File: config.mk
export PLATFORM = sky130hd
export DESIGN_NAME = load_store_unit
export DESIGN_NICKNAME = d
export VERILOG_FILES = /design/src/rtl/load_store_unit.sv
export SDC_FILE = /design/constraint.sdc
export NUM_CORES = 1
export LEC_CHECK = 0
export ABC_AREA = 0
export CAP_MARGIN = 20
export CORE_MARGIN = 4
export CORE_UTILIZATION = 50
export DETAILED_ROUTE_END_ITERATION = 10
export PLACE_DENSITY = 0.84
export SETUP_SLACK_MARGIN = 0.02
export SLEW_MARGIN = 20
export SYNTH_ARGS = -nofsm -noshare
export SYNTH_HDL_FRONTEND = slang
export SYNTH_SLANG_ARGS = --single-unit
File: constraint.sdc
create_clock -name clk -period 3.6 [get_ports clk]
set_input_delay 1.08 -clock clk [delete_from_list [all_inputs] [get_ports clk]]
set_output_delay 1.08 -clock clk [all_outputs]
set_load 0.005 [all_outputs]
File: src/rtl/load_store_unit.sv
// Data-memory load/store stage: turns one command into one or two aligned word bus
// transactions, places store bytes on their lanes and extends load results for rd.
module load_store_unit #(
  parameter bit ALLOW_MISALIGNED = 1'b1
) (
  input  logic        clk,
  input  logic        rst,
  input  logic        start,
  input  logic        is_store,
  input  logic [2:0]  size,
  input  logic [31:0] addr,
  input  logic [31:0] wdata,
  output logic        busy,
  output logic        done,
  output logic        err,
  output logic [31:0] load_data,
  output logic        bus_req,
  output logic        bus_we,
  output logic [31:0] bus_addr,
  output logic [3:0]  bus_wstrb,
  output logic [31:0] bus_wdata,
  input  logic [31:0] bus_rdata,
  input  logic        bus_ack
);

  // CAPT is the cycle between the last ack and done in which the load result is formed.
  typedef enum logic [2:0] {
    IDLE = 3'd0,
    REQ0 = 3'd1,
    REQ1 = 3'd2,
    CAPT = 3'd3,
    DONE = 3'd4
  } state_t;

  state_t      state_r, state_s;
  logic        store_r, store_s;
  logic [2:0]  size_r, size_s;
  logic [1:0]  off_r, off_s;
  logic [31:0] wdata_r, wdata_s;
  logic [31:0] r0_r, r0_s, r1_r, r1_s;
  logic [31:0] load_data_r, load_data_s;
  logic        done_r, done_s, err_r, err_s;
  logic        bus_req_r, bus_req_s, bus_we_r, bus_we_s;
  logic [31:0] bus_addr_r, bus_addr_s, bus_wdata_r, bus_wdata_s;
  logic [3:0]  bus_wstrb_r, bus_wstrb_s;

  logic [1:0]  lane_off_s;
  logic [2:0]  lane_size_s;
  logic [31:0] lane_data_s;
  logic [7:0]  mask_s;
  logic [63:0] data_s;
  logic [2:0]  span_s;
  logic        cross_s;
  logic        size_ok_s;
  logic [31:0] rd_s;

  function automatic logic [2:0] size_nbytes(input logic [2:0] sz);
    case (sz)
      3'b000, 3'b100: size_nbytes = 3'd1;
      3'b001, 3'b101: size_nbytes = 3'd2;
      3'b010:         size_nbytes = 3'd4;
      default:        size_nbytes = 3'd0;
    endcase
  endfunction

  function automatic logic [3:0] size_mask(input logic [2:0] sz);
    case (sz)
      3'b000, 3'b100: size_mask = 4'b0001;
      3'b001, 3'b101: size_mask = 4'b0011;
      3'b010:         size_mask = 4'b1111;
      default:        size_mask = 4'b0000;
    endcase
  endfunction

  function automatic logic [31:0] extend(input logic [2:0] sz, input logic [31:0] s);
    case (sz)
      3'b000:  extend = {{24{s[7]}}, s[7:0]};
      3'b100:  extend = {24'd0, s[7:0]};
      3'b001:  extend = {{16{s[15]}}, s[15:0]};
      3'b101:  extend = {16'd0, s[15:0]};
      default: extend = s;
    endcase
  endfunction

  // Lane placement uses the live inputs while accepting a command, latched copies after.
  always_comb begin
    lane_off_s  = (state_r == IDLE) ? addr[1:0] : off_r;
    lane_size_s = (state_r == IDLE) ? size      : size_r;
    lane_data_s = (state_r == IDLE) ? wdata     : wdata_r;
    mask_s      = {4'd0, size_mask(lane_size_s)} << lane_off_s;
    data_s      = {32'd0, lane_data_s} << {lane_off_s, 3'b000};
    span_s      = {1'b0, lane_off_s} + size_nbytes(lane_size_s);
    cross_s     = (span_s > 3'd4);
    size_ok_s   = (size_nbytes(lane_size_s) != 3'd0);
    rd_s        = 32'({r1_r, r0_r} >> {off_r, 3'b000});
  end

  // Next-state and next-output logic for the command sequencer.
  always_comb begin
    state_s     = state_r;
    store_s     = store_r;
    size_s      = size_r;
    off_s       = off_r;
    wdata_s     = wdata_r;
    r0_s        = r0_r;
    r1_s        = r1_r;
    load_data_s = load_data_r;
    done_s      = 1'b0;
    err_s       = 1'b0;
    bus_req_s   = bus_req_r;
    bus_we_s    = bus_we_r;
    bus_addr_s  = bus_addr_r;
    bus_wstrb_s = bus_wstrb_r;
    bus_wdata_s = bus_wdata_r;
    case (state_r)
      IDLE: begin
        if (start) begin
          store_s = is_store;
          size_s  = size;
          off_s   = addr[1:0];
          wdata_s = wdata;
          r1_s    = 32'd0;
          if (!size_ok_s || (cross_s && !ALLOW_MISALIGNED)) begin
            state_s = DONE;
            done_s  = 1'b1;
            err_s   = 1'b1;
          end else begin
            state_s     = REQ0;
            bus_req_s   = 1'b1;
            bus_we_s    = is_store;
            bus_addr_s  = {addr[31:2], 2'b00};
            bus_wstrb_s = is_store ? mask_s[3:0] : 4'b0000;
            bus_wdata_s = data_s[31:0];
          end
        end else begin
          state_s = IDLE;
        end
      end
      REQ0: begin
        if (bus_ack) begin
          r0_s      = bus_rdata;
          bus_req_s = 1'b0;
          state_s   = cross_s ? REQ1 : CAPT;
        end else begin
          state_s = REQ0;
        end
      end
      REQ1: begin
        // First REQ1 cycle is the mandatory req-low gap; bus_addr still holds word 0.
        if (!bus_req_r) begin
          bus_req_s   = 1'b1;
          bus_addr_s  = bus_addr_r + 32'd4;
          bus_wstrb_s = store_r ? mask_s[7:4] : 4'b0000;
          bus_wdata_s = data_s[63:32];
        end else if (bus_ack) begin
          r1_s      = bus_rdata;
          bus_req_s = 1'b0;
          state_s   = CAPT;
        end else begin
          state_s = REQ1;
        end
      end
      CAPT: begin
        state_s = DONE;
        done_s  = 1'b1;
        if (!store_r) begin
          load_data_s = extend(size_r, rd_s);
        end else begin
          load_data_s = load_data_r;
        end
      end
      DONE: begin
        state_s = IDLE;
      end
      default: begin
        state_s   = IDLE;
        bus_req_s = 1'b0;
      end
    endcase
  end

  // State and output registers; reset also abandons any outstanding bus request.
  always_ff @(posedge clk) begin
    if (!rst) begin
      state_r     <= IDLE;
      store_r     <= 1'b0;
      size_r      <= 3'd0;
      off_r       <= 2'd0;
      wdata_r     <= 32'd0;
      r0_r        <= 32'd0;
      r1_r        <= 32'd0;
      load_data_r <= 32'd0;
      done_r      <= 1'b0;
      err_r       <= 1'b0;
      bus_req_r   <= 1'b0;
      bus_we_r    <= 1'b0;
      bus_addr_r  <= 32'd0;
      bus_wstrb_r <= 4'd0;
      bus_wdata_r <= 32'd0;
    end else begin
      state_r     <= state_s;
      store_r     <= store_s;
      size_r      <= size_s;
      off_r       <= off_s;
      wdata_r     <= wdata_s;
      r0_r        <= r0_s;
      r1_r        <= r1_s;
      load_data_r <= load_data_s;
      done_r      <= done_s;
      err_r       <= err_s;
      bus_req_r   <= bus_req_s;
      bus_we_r    <= bus_we_s;
      bus_addr_r  <= bus_addr_s;
      bus_wstrb_r <= bus_wstrb_s;
      bus_wdata_r <= bus_wdata_s;
    end
  end

  assign busy      = (state_r != IDLE);
  assign done      = done_r;
  assign err       = err_r;
  assign load_data = load_data_r;
  assign bus_req   = bus_req_r;
  assign bus_we    = bus_we_r;
  assign bus_addr  = bus_addr_r;
  assign bus_wstrb = bus_wstrb_r;
  assign bus_wdata = bus_wdata_r;

endmodule
==> results.yml <==
status:
  status: "finished clean"
hold_path:
  hold_path.class: "reg2reg"
  hold_path_end: "bus_wstrb[1]"
  hold_path_depth: 2
  worstHoldStart: "bus_wstrb[1]"
global_routing:
  grt_overflow: 0
  globalRouteTotalUtil_pct: 27.1
  first_pass_grt_wire_length_um: 49900
  grt_pass1_vias: 9667
  grt_max_degree: 99
  grt_antenna_before_repair: 0
cells_and_area:
  ratio_of_cells_with_drive_above_1_in_the_final_layout_pct: 9.47
  layout.nets: 1499
  layout_overhead_on_the_synthesized_area_pct: 27.7
  num_antenna_cells: 0
  most-common-layout-cells: "257 x sky130_fd_sc_hd__nand2_1, 204 x sky130_fd_sc_hd__clkdlybuf4s50_1, 197 x sky130_fd_sc_hd__dfxtp_1"
  final_common_cell: "sky130_fd_sc_hd__nand2_1"
  instances_no_fill: 1670
detailed_routing:
  ant_nets: 0
  drt_wl_total_um: 31400
  initialDrtViolationCount: 1052
  vias: 10200
  drt-wirelength-per-cell_um: 18.8
  route.detailed.vias_per_inst: 6.11
  route.detailed.drc: 0
  detail_route.first_pass.iterations: 5
yosys:
  seq_area_frac_synth_pct: 39.1
  synth_top_flop_cell: "sky130_fd_sc_hd__dfxtp_1"
  async_flop_share_pct: 0
  syn-mean-instance-area_um2: 8.19
  synth_area_um2: 10200
  synth.distinct_cells: 70
  synth-edff-count: 0
  synth-seq-cells: 199
  number_of_warnings_printed_during_yosys_synthesis: 0
  post_synth_inst_count: 1245
sta:
  totalNegativeSetupSlack_ns: 0
  period_share_pct: 84.7
  final-setup-viol-count: 0
  timing.final.max_slew_violations: 0
  finClkSkew_ns: 0.0116
  max_slew.worst_pin.slew_ns: 0.930
  timing.fmax_mhz: 328
  timing_hold_violations_final: 0
  post_layout_minimum_cycle_time_ns: 3.05
  setup_repair_after_global_routing_missed_its_margin: "false"
  max_slew_margin_pct: 37.5
worst_setup_path:
  timing.setup.critical_path_class: "reg2out"
  end_kind: "output port"
  timing.critical_path.required_ns: 2.52
  rr_worst_depth: 8
  crit_path_dat_ns: 1.97
  setup.reg_to_reg.worst_slack_ns: 0.94
  timing.critical_path.from_type: "flip-flop"
  reg2reg_to: "state_r[0]"
  timing.rr.start: "state_r[1]"
  critical_path_peak_fanout: 13
floorplan:
  core_um2: 19800
  die_width_um: 151
  fp.dieH_um: 151
  ports: 209
  die-area_um2: 22700
  fp-row-count: 51
  initial_core_util_pct: 51.5
placed_design:
  place.detailed.instances: 1638
  hpwlAfterDp_um: 21900
  gp_congestion: 0.948
  io_buffer_count: 206
cts:
  worst_setup_hold_path_clk_slew_ns: 0.07
  cts_num_sinks: 199
  htreeDepth: 4
  cts_resized: 0
  tritoncts_clock_tree: "done"
  cts-hold-fix-buffers: 0
  max-clock-path-buffers: 2
  post-cts-setup-buffers: 0
  cts_root_buffer: "sky130_fd_sc_hd__clkbuf_16"
  numCtsBuffers: 17
  clock_insertion_delay_worst_skew_ns: 0.43
flow_run:
  max-cap-violations: 0
pwr:
  power_density_nw_per_um2: 472
  p_leak_nw: 4.59
  vdd_drop_max_v: 0.000326
[kinds of logic after synthesis]
group / after synthesis / synth area share (%)
and+or+nand+nor: 440 / 18.7
AOI/OAI and AO/OA: 369 / 21.3
DFF: 199 / 39.1
muxes: 116 / 15.6
buffers and inverters: 116 / 4.79
adders and majority gates: 3 / 0.442
other: 1 / 0.0368
xor gates and xnor gates: 1 / 0.0859
[layer usage]
metal  global-route usage (%)  vias up  wire [um]
li1                         -     4747          -
met1                     36.7     4825      12600
met2                     43.4      560      14800
met3                     4.94       77       2780
met4                     10.2        0       1200
met5                        0        -          0
[flip-flops by register name (all words and copies together), names as in the netlist]
register	count
bus_addr	30
bus_req	1
bus_wdata	32
bus_we	1
bus_wstrb	4
done	1
err	1
load_data	32
off_r	2
r0_r	32
r1_r	24
size_r	3
state_r	3
store_r	1
wdata_r	32
[Yosys cell counts, drive strengths merged, types with 10 or more instances]
cell,instances,area (um2)
mux4,32,721
nand3,32,165
a311oi,11,96.3
mux2,19,214
inv,10,37.5
clkbuf,67,251
nor2,78,293
nand2,257,965
buf,38,190
nor3,14,81.3
a211oi,15,113
a21oi,195,976
nor2b,11,68.8
mux2i,65,654
dfxtp,199,3980
o21ai,80,400
[per-stage QoR]
step / total power [W] / setup slack [ns] / hold slack [ns] / area, um2 / util (%)
finish: 0.00614 / 0.552 / 0.455 / 13000 / 65.8
global route: 0.00641 / 0.459 / 0.472 / 13000 / 65.8
CTS: 0.00613 / 0.554 / 0.457 / 13000 / 65.8
detailed placement: 0.00421 / 0.375 / 0.445 / 12400 / 62.7
global placement: 0.00417 / 0.452 / 0.433 / 12400 / 62.7
floorplan: 0.00352 / 0.772 / 0.429 / 10200 / -
[worst max-delay path, cell delays in order, from the launching register on]
cell and delay [ns]:
sky130_fd_sc_hd__dfxtp_1 0.48, sky130_fd_sc_hd__nor3_4 0.48, sky130_fd_sc_hd__inv_2 0.12, sky130_fd_sc_hd__clkdlybuf4s50_1 0.47
[power breakdown]
part	total, W	switching [W]	leakage (nW)	internal (W)
clock	0.00195	0.000950	0.295	0.00100
sequential	0.00259	0.000205	1.62	0.00238
combinational	0.00160	0.000856	2.67	0.000747
[how the worst max path moves through the flow]
| stage | startpoint | end | slack, ns | cells past startpoint |
|---|---|---|---|---|
| after CTS | state_r[1] | busy | 0.55 | 3 |
| after detailed placement | start | bus_wdata[13] | 0.38 | 7 |
| final | state_r[1] | busy | 0.55 | 3 |
| after floorplan | addr[0] | state_r[0] | 0.77 | 9 |
| after global placement | size[0] | state_r[0] | 0.45 | 8 |
| after global routing | state_r[1] | busy | 0.46 | 3 |
[area by class of cell]
cell class,instances,area (um2)
Sequential cell,199,3990
Tap cell,265,332
Timing Repair Buffer,233,2290
Multi-Input combinational cell,931,5760
Clock inverter,15,185
Inverter,10,38.8
Fill cell,1626,6760
Clock buffer,17,425
Note: power is estimated with default switching activity, not from simulation.
